===== src/rtl/sat_counter.sv =====
// Up-counter that sticks at its all-ones value instead of wrapping.
module sat_counter #(
   parameter int WIDTH = 4
) (
   input  logic             clk,
   input  logic             reset_n,
   input  logic             inc,
   output logic [WIDTH-1:0] count
);

   always_ff @(posedge clk or negedge reset_n) begin
      if (!reset_n) begin
         count <= '0;
      end else if (inc && (count != {WIDTH{1'b1}})) begin
         count <= count + WIDTH'(1);
      end
   end

endmodule


===== config.mk =====
export PLATFORM = sky130hd
export DESIGN_NAME = sat_counter
export DESIGN_NICKNAME = d
export VERILOG_FILES = /design/src/rtl/sat_counter.sv
export SDC_FILE = /design/constraint.sdc
export NUM_CORES = 1
export LEC_CHECK = 0
export ABC_AREA = 0
export BUFFER_PORTS_ARGS = -buffer_cell sky130_fd_sc_hd__buf_4
export CAP_MARGIN = 5
export CORE_AREA = 2 2 39 41
export CTS_BUF_LIST = sky130_fd_sc_hd__clkbuf_8
export CTS_CLUSTER_DIAMETER = 150
export DETAILED_ROUTE_END_ITERATION = 12
export DIE_AREA = 0 0 41 43
export PLACE_DENSITY = 0.4
export SLEW_MARGIN = 10
export SYNTH_ARGS = -nofsm -noshare
export SYNTH_HDL_FRONTEND = slang
export SYNTH_SLANG_ARGS = --single-unit

===== constraint.sdc =====
create_clock -name clk -period 1.45 [get_ports clk]
set_clock_uncertainty 0.05 [all_clocks]
set_input_delay 0.2175 -clock clk [delete_from_list [all_inputs] [get_ports clk]]
set_output_delay 0.2175 -clock clk [all_outputs]
set_load 0.02 [all_outputs]

# Word-level counts from Yosys, hierarchy flattened
# Index checks and enable logic that the tools add are counted.
classes:
  div: 0
  magnitude_cmp: 0
  mux: 0
  addsub: 1
  bitwise_logic: 0
  mul: 0
  shifts: 0
  n_reduce_logical: 1
  eq_ne: 1
ops:
  columns: ["op", "n"]
  rows:
  - ["$add A4 B1 Y4 const B", 1]
  - ["$ne A4 B4 Y1 const B", 1]
  - ["$logic_and A1 B1 Y1", 1]
totals:
  elab_cells: 4
  ram_bits: 0
  rom_bits: 0
  mem_count: 0
  ff_bits: 4
  out_inout_bits: 4
  latch_bits: 0

# Depth between registers and ports, before layout
logic_depth:
  ltp_word: 2
  mapped_depth: 3
  depth_no_buf: 3

# Worst setup path before layout
# Ideal clock, no wire load.
synth_timing:
  kind: "reg-to-reg"
  startpoint: "reg count[0]"
  endpoint: "reg count[3]"
  t_arrival_ns: 1.162
  t_required_ns: 1.272
  path_slack_ns: 0.110
  path_buffers: 0
  period_less_slack_ns: 1.340
  stages_incl_launch_ff: 4
  path_cell_list: "dfrtp_1 -> ha_1 -> nand2b_1 -> mux2_1"
synth_between:
  elab_chain_len: 2
synth_lines:
  columns: ["element", "line_no", "source"]
  rows:
  - ["from (decl)", "8", "output logic [WIDTH-1:0] count"]
  - ["from (signal assigned)", "15", "count <= count + WIDTH'(1);"]
  - ["parallel branches: the longest is 2 deep, another holds $add A4 B1 Y4", null, null]
# Several ways; the timed one is not identified.
# A chain may end at the register's enable or synchronous reset.

# Worst setup path after layout
layout_timing:
  startpoint: "reg count[1]"
  endpoint: "reg count[3]"
# Same word-level chain as after synthesis.

==> impl_metrics.tcl <==
set metrics [dict create \
    cts-resized-gates 0 \
    post_synth_num_cell_types 11 \
    regMostFlops "count" \
    grt_antenna_before_repair 0 \
    hold_viol_final 0 \
    crit_slowest_cell "dfrtp_1" \
    vias 210 \
    die_w_um 41 \
    ir_worst_vdd_v 0.000568 \
    crit_path_cell_trace "ha_1 > nand2b_1 > mux2_1" \
    clock_latency_ps 210 \
    setup_violations 0 \
    areaGrowthSynthToFinish_pct 58.9 \
    finalSetupTns_ps 0 \
    cts_setup_buffers 0 \
    cts_max_level 1 \
    finalCriticalPeriod_ps 1290 \
    finalNetCount 37 \
    grt_pass1_vias 179 \
    drcViolationCount 0 \
    cts_buffers 3 \
    hold_class "in2async" \
    viasPerCell 4.47 \
    synth.ff_latch_count 4 \
    power_leakage_nw 0.145 \
    p_per_area_nw_per_um2 2460 \
    crit_arrival_ps 1330 \
    num_io_pins 7 \
    worstMarginPinSlew_ps 208 \
    design_area_sq_um 334 \
    instances_no_fill 47 \
    final_common_cell "buf_4" \
    die_h_um 43 \
    drt-initial-drc-count 10 \
    worst_slack_ps 161 \
    netlist_instances 20 \
    worstPathMaxFanout 6 \
    grt_max_degree 8 \
    grt-ovfl-total 0 \
    place_congestion 0.653 \
    n_antenna_cell 0 \
    wl_um 483 \
    start_util 0.152 \
    drive_gt1_frac 0.323 \
    period_share 0.889 \
    clockBufferDepth 2 \
    drt_first_pass_iters 4 \
    path_clk_slew_ps 30 \
    reg_top3 "count x4" \
    outcome "completed" \
    placed_area_sq_um 283 \
    ys_seq_area_frac 0.476 \
    synth_area_sq_um 210 \
    dp_slack_ps 171 \
    rsz0062_at_grt "no" \
    maxCapViolations 0 \
    max_slew_margin 0.861 \
    critPathLaunchType "register" \
    fp-row-count 14 \
    root_buffer "clkbuf_8" \
    fin_hold_ws_ps 289 \
    core-area_sq_um 1380 \
    criticalPathCategory "reg2reg" \
    cp_slowest_stage_delay_ps 410 \
    grt_util_all_layers 0.0685 \
    cts_sinks 4 \
    finalMaxSlewViolations 0 \
    yosysWarnings 0 \
    grt_pass1_wl_um 676 \
    largest_reg_flops 4 \
    critical_path_buf_inv_count 0 \
    crit_family "flip-flops" \
    endpoint_kind "register" \
    cp.required_ps 1490 \
    holdBufCountCts 1 \
    fmax_mhz 776 \
    layout_common_cells "buf_4, nand2b_1, dfrtp_1" \
    synth.avg_cell_area_sq_um 10.5 \
    cts_tree "built" \
    wire_per_inst_um 10.3 \
    dp_cells 43 \
    dieArea_sq_um 1760 \
    antenna_left 0 \
    synth.net_count 24 \
    portBuffers 6 \
]
## Yosys cell counts
| cell | count | share of area |
|---|---|---|
| nand4_1 | 3 | 0.089 |
| nand2b_1 | 4 | 0.12 |
| nor2b_1 | 1 | 0.030 |
| a21oi_1 | 1 | 0.024 |
| and3_1 | 1 | 0.030 |
| ha_1 | 1 | 0.060 |
| a31oi_1 | 1 | 0.030 |
| o211ai_1 | 2 | 0.071 |
| mux2_1 | 1 | 0.054 |
| dfrtp_1 | 4 | 0.48 |
| nand2_1 | 1 | 0.018 |
## kinds of logic (layout without fill, tap and decap cells)
group                    Yosys count  in the layout  share of synthesized area
AO/OA/AOI/OAI                      4              4                      0.125
adder cells (fa/ha/maj)            1              1                     0.0595
buffers and inverters              0             11                          0
flip-flops                         4              4                      0.476
multiplexers                       1              1                     0.0536
AND/OR/NAND/NOR                   10             10                      0.286
## path summary, 6_finish.rpt
kind / slack [ps] / startpoint / end / depth (start not counted)
setup / recovery: 160 / count[1] / count[3] / 3
hold / removal: 290 / reset_n / count[0] / 2
setup reg to reg: 160 / count[1] / count[3] / 3
hold reg to reg: 550 / count[2] / count[2] / 1
max in group asynchronous: 960 / reset_n / count[1] / 2
min in group clk: 290 / inc / count[1] / 3
## layout make-up
type	count	area, sq um
multi-input combinational	16	110
timing repair buffer	8	62.6
clock buffer	3	41.3
tap	16	20.0
sequential	4	100
fill	157	1050
## through the flow
stage                     power (W)   util
after floorplan            0.000429      -
after global placement     0.000585  0.204
after detailed placement   0.000593  0.204
after CTS                  0.000831  0.241
after global routing       0.000870  0.241
final                      0.000822  0.241
## where the power goes
group	internal (W)	leakage, nW	total [W]	switching (W)
clock network	0.000176	0.0216	0.000230	0.0000532
registers	0.000169	0.0465	0.000241	0.0000725
logic	0.000167	0.0774	0.000351	0.000183
## per-layer routing
layer | track usage | vias to the layer above | wire (um)
li1 | - | 98 | -
met1 | 0.0584 | 98 | 174
met2 | 0.0813 | 12 | 260
met3 | 0.0471 | 2 | 36
met4 | 0.100 | 0 | 11
met5 | 0 | - | 0
(Power assumes the default switching activity.)
